[src/rtl/keypad_entry_reader.sv]
// keypad_entry_reader
//   Consumes the keypad scanner's 4-bit key code. Each code must be stable for
//   STABLE_CYCLES samples before it is acknowledged, and STABLE_CYCLES no-key
//   samples must follow before another key is accepted. Digits build a BCD entry
//   buffer ('*' = backspace, '#' = submit); a submit converts the buffer to binary
//   and offers it over a valid/ready handshake.
//
// Ports
//   clock        in   system clock
//   reset        in   synchronous, active-high reset
//   key_code     in   0-9 digit, 10 '*', 11 '#', 12-15 no key
//   ack_key      out  one-cycle pulse when a key is accepted
//   bcd_digits   out  entry buffer, newest digit in nibble 0
//   digit_count  out  number of digits held
//   value        out  binary result of the last submit
//   value_valid  out  value offered to the consumer
//   value_ready  in   consumer accepts value
module keypad_entry_reader #(
    parameter int unsigned STABLE_CYCLES = 4,
    parameter int unsigned MAX_DIGITS    = 6
) (
    input  logic                    clock,
    input  logic                    reset,
    input  logic [3:0]              key_code,
    output logic                    ack_key,
    output logic [4*MAX_DIGITS-1:0] bcd_digits,
    output logic [3:0]              digit_count,
    output logic [31:0]             value,
    output logic                    value_valid,
    input  logic                    value_ready
);

    localparam int unsigned BW = 4 * MAX_DIGITS;

    typedef logic [BW-1:0] bcd_t;

    typedef enum logic [2:0] {
        StIdle,
        StStable,
        StAck,
        StConvert,
        StValid,
        StRelease
    } state_e;

    state_e      state_q, state_d;
    logic [3:0]  code_q, code_d;
    // Shared counter: stability samples, conversion index, release samples.
    logic [7:0]  cnt_q, cnt_d;
    bcd_t        bcd_q, bcd_d;
    logic [3:0]  count_q, count_d;
    logic [31:0] value_q, value_d;
    logic        ack_q, valid_q;

    logic        key_valid;
    logic [8:0]  cnt_inc;
    logic        stable_done;
    bcd_t        conv_sh;
    logic [3:0]  nib;

    always_comb begin
        state_d = state_q;
        code_d  = code_q;
        cnt_d   = cnt_q;
        bcd_d   = bcd_q;
        count_d = count_q;
        value_d = value_q;

        key_valid   = (key_code <= 4'd11);
        cnt_inc     = {1'b0, cnt_q} + 9'd1;
        stable_done = (cnt_inc == 9'(STABLE_CYCLES));
        // Most significant nibble first; cnt_q is the conversion step here.
        conv_sh     = bcd_q >> (4 * (MAX_DIGITS - 1 - 32'(cnt_q)));
        nib         = conv_sh[3:0];

        unique case (state_q)
            StIdle: begin
                if (key_valid) begin
                    code_d  = key_code;
                    cnt_d   = 8'd1;
                    state_d = StStable;
                end
            end
            StStable: begin
                if (key_code != code_q) begin
                    state_d = StIdle;
                end else begin
                    cnt_d = cnt_inc[7:0];
                    if (stable_done) begin
                        state_d = StAck;
                    end
                end
            end
            StAck: begin
                state_d = StRelease;
                cnt_d   = 8'd0;
                if (code_q <= 4'd9) begin
                    if (count_q < 4'(MAX_DIGITS)) begin
                        bcd_d   = (bcd_q << 4) | bcd_t'(code_q);
                        count_d = count_q + 4'd1;
                    end
                end else if (code_q == 4'd10) begin
                    if (count_q != 4'd0) begin
                        bcd_d   = bcd_q >> 4;
                        count_d = count_q - 4'd1;
                    end
                end else if (count_q != 4'd0) begin
                    state_d = StConvert;
                    value_d = 32'd0;
                end
            end
            StConvert: begin
                // value*10 + digit, with the multiply as two shifts.
                value_d = (value_q << 3) + (value_q << 1) + 32'(nib);
                cnt_d   = cnt_inc[7:0];
                if (cnt_inc == 9'(MAX_DIGITS)) begin
                    state_d = StValid;
                    cnt_d   = 8'd0;
                end
            end
            StValid: begin
                if (value_ready) begin
                    bcd_d   = '0;
                    count_d = 4'd0;
                    cnt_d   = 8'd0;
                    state_d = StRelease;
                end
            end
            StRelease: begin
                if (key_valid) begin
                    cnt_d = 8'd0;
                end else begin
                    cnt_d = cnt_inc[7:0];
                    if (stable_done) begin
                        state_d = StIdle;
                    end
                end
            end
            default: state_d = StIdle;
        endcase
    end

    always_ff @(posedge clock) begin
        if (reset) begin
            state_q <= StIdle;
            code_q  <= 4'd0;
            cnt_q   <= 8'd0;
            bcd_q   <= '0;
            count_q <= 4'd0;
            value_q <= 32'd0;
            ack_q   <= 1'b0;
            valid_q <= 1'b0;
        end else begin
            state_q <= state_d;
            code_q  <= code_d;
            cnt_q   <= cnt_d;
            bcd_q   <= bcd_d;
            count_q <= count_d;
            value_q <= value_d;
            // Registered from the next state so the flags align with the state.
            ack_q   <= (state_d == StAck);
            valid_q <= (state_d == StValid);
        end
    end

    assign ack_key     = ack_q;
    assign bcd_digits  = bcd_q;
    assign digit_count = count_q;
    assign value       = value_q;
    assign value_valid = valid_q;

endmodule

[config.mk]
export PLATFORM = sky130hd
export DESIGN_NAME = keypad_entry_reader
export DESIGN_NICKNAME = d
export VERILOG_FILES = /design/src/rtl/keypad_entry_reader.sv
export SDC_FILE = /design/constraint.sdc
export NUM_CORES = 1
export LEC_CHECK = 0
export ABC_CLOCK_PERIOD_IN_PS = 8800
export CAP_MARGIN = 20
export CORE_UTILIZATION = 61
export DETAILED_ROUTE_END_ITERATION = 7
export GPL_ROUTABILITY_DRIVEN = 0
export PLACE_DENSITY = 0.86
export REMOVE_ABC_BUFFERS = 1
export SLEW_MARGIN = 20
export SYNTH_ARGS = -nofsm -noshare
export SYNTH_HDL_FRONTEND = slang
export SYNTH_SLANG_ARGS = --single-unit
[constraint.sdc]
create_clock -name clock -period 8.8 [get_ports clock]
set_clock_uncertainty 0.15 [all_clocks]
set_input_delay 1.32 -clock clock [delete_from_list [all_inputs] [get_ports clock]]
set_output_delay 1.32 -clock clock [all_outputs]
set_load 0.1 [all_outputs]
==> flow_results.xml <==
<?xml version="1.0" encoding="UTF-8"?>
<metrics>
  <group name="sta">
    <metric name="finalSetupViolCount" unit="">0</metric>
    <metric name="max_slew_margin_vs_limit" unit="%">29.5</metric>
    <metric name="finalHoldViolCount" unit="">0</metric>
    <metric name="rsz0062_at_grt" unit="">false</metric>
    <metric name="timing.fmax" unit="MHz">230</metric>
    <metric name="finalSetupTns" unit="ns">0</metric>
    <metric name="worst_slew_pin_slew" unit="ns">1.06</metric>
    <metric name="post-route-period-util" unit="%">49.4</metric>
    <metric name="final_critical_path_required_period" unit="ns">4.35</metric>
    <metric name="drv_slew" unit="">0</metric>
  </group>
  <group name="worst_setup_path">
    <metric name="max_stage_delay" unit="ns">0.60</metric>
    <metric name="cp-end-kind" unit="">flop</metric>
    <metric name="path_max_fanout" unit="">7</metric>
    <metric name="cpLargestDelayFamily" unit="">compound AO/OA/AOI/OAI gates</metric>
    <metric name="critical_path_required" unit="ns">8.87</metric>
    <metric name="timing.critical_path.buf_inv" unit="">1</metric>
    <metric name="critPathKind" unit="">flop to flop</metric>
    <metric name="arrival" unit="ns">4.41</metric>
    <metric name="critical_path.slowest_cell" unit="">o41ai_1</metric>
    <metric name="crit_path_cell_chain" unit="">ha_1, mux4_2, a21oi_1, nor2_1, ha_1, ha_1, inv_1, fa_1, nor2b_1, o2111ai_1, a21boi_0, o41ai_1, o21ai_0, xnor2_1, o21ai_0</metric>
    <metric name="cp-start-kind" unit="">flop</metric>
    <metric name="worst_r2r_src" unit="">cnt_q[2]$_SDFFE_PP0P_</metric>
    <metric name="most_repeated_library_cell_on_the_critical_path" unit="">ha_1</metric>
    <metric name="critical_path.startpoint" unit="">cnt_q[2]$_SDFFE_PP0P_</metric>
  </group>
  <group name="hold_path">
    <metric name="worstHoldStart" unit="">value[31]$_SDFFE_PP0P_</metric>
    <metric name="worstHoldPathType" unit="">flop to flop</metric>
  </group>
  <group name="grt">
    <metric name="antenna_found_initial" unit="">0</metric>
    <metric name="grt_start_max_net_pins" unit="">57</metric>
    <metric name="number_of_global_route_vias_before_repair" unit="">5276</metric>
    <metric name="globalRouteTotalUtil" unit="%">30.8</metric>
    <metric name="global_route_wire_length_before_repair" unit="mm">24.4</metric>
    <metric name="globalRouteOverflowTotal" unit="">0</metric>
  </group>
  <group name="placed_design">
    <metric name="port-buffer-count" unit="">68</metric>
    <metric name="post-dp-hpwl" unit="mm">10.6</metric>
  </group>
  <group name="synth">
    <metric name="yosys_most_used_dff" unit="">dfxtp_1</metric>
    <metric name="netlist_top_cells_count" unit="">a21oi_1 (81), dfxtp_1 (77), nand2_1 (72)</metric>
    <metric name="synth_seq_area_share" unit="%">27.4</metric>
    <metric name="mappedNetlistArea" unit="sq um">5630</metric>
    <metric name="yosys_top_cell_area_share" unit="%">27.4</metric>
    <metric name="netlist-cell-type-count" unit="">74</metric>
    <metric name="post_synth_edffs" unit="">0</metric>
    <metric name="synth.top_cells.by_area" unit="">dfxtp_1 (27%), ha_1 (14%), a21oi_1 (7.2%)</metric>
    <metric name="number_of_storage_elements_in_the_synthesis_netlist" unit="">77</metric>
    <metric name="synth-async-reset-ratio" unit="%">0</metric>
    <metric name="number_of_warning_messages_in_the_yosys_log" unit="">0</metric>
    <metric name="postSynthCellCount" unit="">691</metric>
    <metric name="avg_inst_size_synth" unit="sq um">8.15</metric>
    <metric name="synth.most_common_cell" unit="">a21oi_1</metric>
    <metric name="synth_area_leader_cell" unit="">dfxtp_1</metric>
  </group>
  <group name="detailed_routing">
    <metric name="drtPass1Iterations" unit="">7</metric>
    <metric name="postRouteWirelength" unit="mm">14.4</metric>
    <metric name="route.detailed.wl_per_inst" unit="microns">16.9</metric>
    <metric name="detailedRoute.firstIterationViolations" unit="">304</metric>
    <metric name="drt-vias-per-instance" unit="">6.30</metric>
    <metric name="met2_wirelength" unit="mm">6.99</metric>
    <metric name="routed-wl-met3" unit="microns">789</metric>
    <metric name="met1_length" unit="mm">6.35</metric>
    <metric name="vias" unit="">5363</metric>
    <metric name="drcViolationCount" unit="">1</metric>
    <metric name="ant_nets" unit="">0</metric>
    <metric name="top_layer_used" unit="">met4</metric>
  </group>
  <group name="floorplan">
    <metric name="rows" unit="">34</metric>
    <metric name="initial_utilization" unit="%">63.6</metric>
    <metric name="dieArea" unit="sq um">9620</metric>
    <metric name="floorplan.die.height" unit="microns">98.1</metric>
    <metric name="core_area" unit="sq um">8850</metric>
    <metric name="design.portCount" unit="">69</metric>
    <metric name="die-width" unit="microns">98.1</metric>
  </group>
  <group name="power">
    <metric name="power.total" unit="uW">639</metric>
    <metric name="power.density" unit="nW/um^2">98.6</metric>
    <metric name="worst_ir_drop_vdd" unit="mV">0.123</metric>
    <metric name="leakage" unit="uW">0.00263</metric>
  </group>
  <group name="cts">
    <metric name="clkSlewWorstSetupHoldPaths" unit="ns">0.08</metric>
    <metric name="clkLatencyLatePin" unit="ns">0.36</metric>
    <metric name="post_cts.resized_instances" unit="">0</metric>
    <metric name="cts_htree_levels" unit="">3</metric>
    <metric name="clk_root_buffer_cell" unit="">clkbuf_8</metric>
    <metric name="max-clock-path-buffers" unit="">2</metric>
    <metric name="cts_sinks" unit="">77</metric>
    <metric name="cts_made_buffers" unit="">9</metric>
    <metric name="post-cts-setup-buffer-count" unit="">0</metric>
    <metric name="tritoncts_clock_tree" unit="">built</metric>
    <metric name="cts_hold_repair.buffers" unit="">0</metric>
  </group>
  <group name="layout">
    <metric name="flow.area_growth_from_synthesis" unit="%">15.1</metric>
    <metric name="post-route-util" unit="%">73.3</metric>
    <metric name="drive_above_1_share" unit="%">5.65</metric>
    <metric name="n_antenna_cell" unit="">0</metric>
    <metric name="num-nets-final" unit="">812</metric>
  </group>
  <group name="run">
    <metric name="max_capacitance_violation_total" unit="">0</metric>
  </group>
  <group name="run_status">
    <metric name="run_status" unit="">finished, violations left</metric>
    <metric name="violated_checks" unit="">DRC</metric>
  </group>
</metrics>
==> cells by family after synthesis <==
| kind of cell | synth area share (%) |
|---|---|
| buffers and inverters | 4.00 |
| AOI/OAI and AO/OA | 22.0 |
| DFF | 27.4 |
| xor gates and xnor gates | 5.13 |
| and+or+nand+nor | 20.2 |
| muxes | 6.04 |
| adders and majority gates | 15.3 |
==> routing by layer <==
layer / GRT usage, % / vias to the layer above
met4: 10.0 / 0
met1: 38.8 / 2525
met5: 0 / -
li1: - / 2608
met3: 4.80 / 28
met2: 53.6 / 202
==> where the power goes <==
part / switching (uW) / internal [uW]
Combinational: 19.7 / 12.8
Sequential: 7.04 / 350
Clock: 139 / 110
==> registers in the layout (all words and copies together) (netlist names) <==
| signal | count |
|---|---|
| value | 32 |
| value_valid | 1 |
| cnt_q | 8 |
| state_q | 3 |
| digit_count | 4 |
| ack_key | 1 |
| bcd_digits | 24 |
| code_q | 4 |
==> cell type report <==
class / instances / area (sq um)
multi-input cells: 561 / 3860
fillers: 670 / 2360
flip-flops and latches: 77 / 1540
repair buffers: 70 / 691
clock buffers: 11 / 141
well taps: 108 / 135
inverters: 19 / 73.8
clock inverters: 5 / 36.3
==> metrics by stage <==
step	std cells	cell area (sq um)	hold WS (ns)	setup WS [ns]
finish	851	6480	0.331	4.45
global placement	835	6310	0.312	4.67
global route	851	6480	0.363	4.16
floorplan	657	5480	0.348	4.83
detailed placement	835	6310	0.319	4.56
CTS	851	6480	0.342	4.51
==> cells in the final DEF, fill, tap and decap left out, types with 3 or more instances in the layout <==
cell type,Yosys,layout
o31ai_1,4,4
a31oi_1,3,3
mux4_2,4,4
and3_1,6,6
xor2_1,17,17
nand3_1,14,14
clkbuf_8,0,10
xnor2_1,16,16
dfxtp_1,77,77
clkdlybuf4s50_1,0,67
nor4_1,4,4
nor2b_1,6,6
o21a_1,6,6
a22oi_1,3,3
clkinvlp_4,0,3
a21oi_1,81,81
o211ai_1,6,6
o2111ai_1,4,4
fa_1,3,3
o21ai_0,35,35
nor3_1,33,33
a21boi_0,3,3
a211o_1,3,3
and2_1,4,4
inv_1,18,18
ha_1,64,64
mux2i_1,25,25
o21bai_1,4,4
nand2_1,72,72
nor2_1,70,70
nand2b_1,5,5
a21o_1,12,12
nand4_1,9,9
==> path summary, 6_finish.rpt <==
check,end,slack [ns],depth (start not counted)
setup reg to reg,value[26]$_SDFFE_PP0P_,4.45,15
setup / recovery,value[26]$_SDFFE_PP0P_,4.45,15
hold reg to reg,value[31]$_SDFFE_PP0P_,0.33,2
hold / removal,value[31]$_SDFFE_PP0P_,0.33,2
==> worst reg2reg max path, delay by kind of cell (launching register included) <==
kind	cells	cell delay, ns
fa+ha+maj	4	1.17
xor+xnor	1	0.16
buf+inv	1	0.07
flops	1	0.39
mux	1	0.53
simple gates	2	0.14
compound gates	6	1.59
Note: power is estimated with default switching activity, not from simulation.
==> RTL change (same settings) <==
Add an input register stage for `key_code`, cleared by the reset; this delays it by one clock. The other inputs are not delayed to match.
--- a/src/rtl/keypad_entry_reader.sv
+++ b/src/rtl/keypad_entry_reader.sv
@@ -45,2 +45,12 @@
 
+    logic [3:0] key_code_q;
+
+    always_ff @(posedge clock) begin
+        if (reset) begin
+            key_code_q <= '0;
+        end else begin
+            key_code_q <= key_code;
+        end
+    end
+
     state_e      state_q, state_d;
@@ -68,3 +78,3 @@
 
-        key_valid   = (key_code <= 4'd11);
+        key_valid   = (key_code_q <= 4'd11);
         cnt_inc     = {1'b0, cnt_q} + 9'd1;
@@ -78,3 +88,3 @@
                 if (key_valid) begin
-                    code_d  = key_code;
+                    code_d  = key_code_q;
                     cnt_d   = 8'd1;
@@ -84,3 +94,3 @@
             StStable: begin
-                if (key_code != code_q) begin
+                if (key_code_q != code_q) begin
                     state_d = StIdle;
Behaviour: not the same (Yosys sat finds a counterexample within 10 cycles, from zero or initial values and one cycle with reset high).
==> RTL change against the original RTL <==
The run still ends with DRC left; sequential cell count rose by 4; sequential share of layout area rose by 1.1 points; first-iteration DRC count is 7.2% lower; sequential power up 6.4%; power grew 16%; clock power up 26%; routed wire length decreased by 6.1%; worst hold slack better by 18 ps; area after synthesis shrank 0.73%; final area rose by 0.69%; worst setup slack got worse by 150 ps; largest cell class unchanged.
==> RTL change: results (changes against the original RTL) <==
.. list-table::
   :header-rows: 1

   * - Metric
     - Value
   * - Status
     - finished with violations (unchanged)
   * - Violations in the final reports
     - DRC (unchanged)
   * - RR Startpoint
     - cnt_q[0] (was cnt_q[2])
   * - DRC
     - 12 (was 1)
   * - Total clock network power
     - 316 uW (was 250 uW)
   * - Hold-critical path depth
     - 1 (was 2)
   * - Final #Nets
     - 799 (was 812)
   * - First-pass DRT Iterations
     - 8 (was 7)
   * - Count of cells along the worst register-to-register path
     - 16 (was 15)
   * - Pin count of the biggest net entering global routing
     - 69 (was 57)
   * - Crit share post-route
     - 0.5106 (was 0.4939)
   * - Switching power
     - 189.8 uW (was 166.1 uW)
   * - Slowest cell on crit path
     - sky130_fd_sc_hd__dfxtp_1 (was sky130_fd_sc_hd__o41ai_1)
   * - GRT Resource Usage Total
     - 0.2952 (was 0.3077)
   * - Place WS
     - 4331 ps (was 4559 ps)
   * - Combinational Power Share
     - 0.061 (was 0.051)
   * - Starting DRT DRC Count
     - 282 (was 304)
   * - Arr. time, crit path
     - 4600 ps (was 4410 ps)
   * - Non-filler instance count after layout
     - 838 (was 851)
   * - Normalized max-slew margin
     - 0.3330 (was 0.2949)
   * - Post-DR wirelength/cell
     - 16.12 um (was 16.90 um)
   * - Global-route wire length before repair
     - 23340 um (was 24380 um)
   * - Sequential cell area fraction in the yosys report
     - 0.2901 (was 0.2737)
   * - Biggest area contributors in the synthesized netlist
     - sky130_fd_sc_hd__dfxtp_1, sky130_fd_sc_hd__ha_1, sky130_fd_sc_hd__a21oi_1, sky130_fd_sc_hd__nor2_1, sky130_fd_sc_hd__mux2i_1 (was sky130_fd_sc_hd__dfxtp_1, sky130_fd_sc_hd__ha_1, sky130_fd_sc_hd__a21oi_1, sky130_fd_sc_hd__nand2_1, sky130_fd_sc_hd__nor2_1)
   * - Crit-path max FO
     - 16 (was 7)
   * - Largest incremental delay on the critical path
     - 770 ps (was 600 ps)
   * - Power density over the cells
     - 113.7 nW/um^2 (was 98.62 nW/um^2)
   * - Count of unique library cells instantiated by Yosys
     - 62 (was 74)
   * - End of the worst register-to-register path
     - value[31] (was value[26])
   * - Cell area after placement
     - 6304 sq um (was 6306 sq um)
   * - Buffers from clock root to sink, at most
     - 2 (unchanged)
   * - Maximum resistive drop on vdd
     - 92.82 uV (was 123.1 uV)
   * - Sum of net half-perimeters after detailed placement
     - 9561 um (was 10570 um)
[RTL change: cells by family (layout without fill, tap and decap cells)]
logic type	Yosys count	in the layout	share of synthesized area
AOI/OAI and AO/OA	174	174	0.2017
xor gates and xnor gates	32	32	0.05013
DFF	81	81	0.2901
adders and majority gates	67	67	0.1540
buffers and inverters	46	101	0.03223
muxes	35	35	0.07162
and+or+nand+nor	240	240	0.2003
[RTL change: per-layer routing]
metal	vias up	GRT usage	wire [um]
li1	2529	-	-
met1	2464	0.3692	5899
met2	192	0.5046	6499
met3	36	0.04581	727
met4	0	0.1294	383
met5	-	0	0
[RTL change: worst reg2reg max path: stages (launching register included)]
cell and delay (ps):
sky130_fd_sc_hd__dfxtp_1 770, sky130_fd_sc_hd__mux4_2 580, sky130_fd_sc_hd__nand2_1 70, sky130_fd_sc_hd__o21ai_0 70, sky130_fd_sc_hd__nand2_1 100, sky130_fd_sc_hd__fa_1 460
sky130_fd_sc_hd__inv_1 80, sky130_fd_sc_hd__ha_1 230, sky130_fd_sc_hd__a21oi_1 210, sky130_fd_sc_hd__a2bb2oi_1 280, sky130_fd_sc_hd__o211ai_2 120, sky130_fd_sc_hd__a311oi_2 370
sky130_fd_sc_hd__a21oi_2 170, sky130_fd_sc_hd__a31oi_4 250, sky130_fd_sc_hd__o31ai_2 90, sky130_fd_sc_hd__mux2i_1 130, sky130_fd_sc_hd__a211o_1 260
[RTL change: cell type report]
class,instances,area [sq um],share of cell area
multi-input combinational,548,3792,0.5809
sequential,81,1622,0.2484
timing repair buffer,72,705.7,0.1081
tap,108,135.1,0.02070
clock buffer,9,123.9,0.01897
clock inverter,7,101.3,0.01552
inverter,13,48.80,0.007474
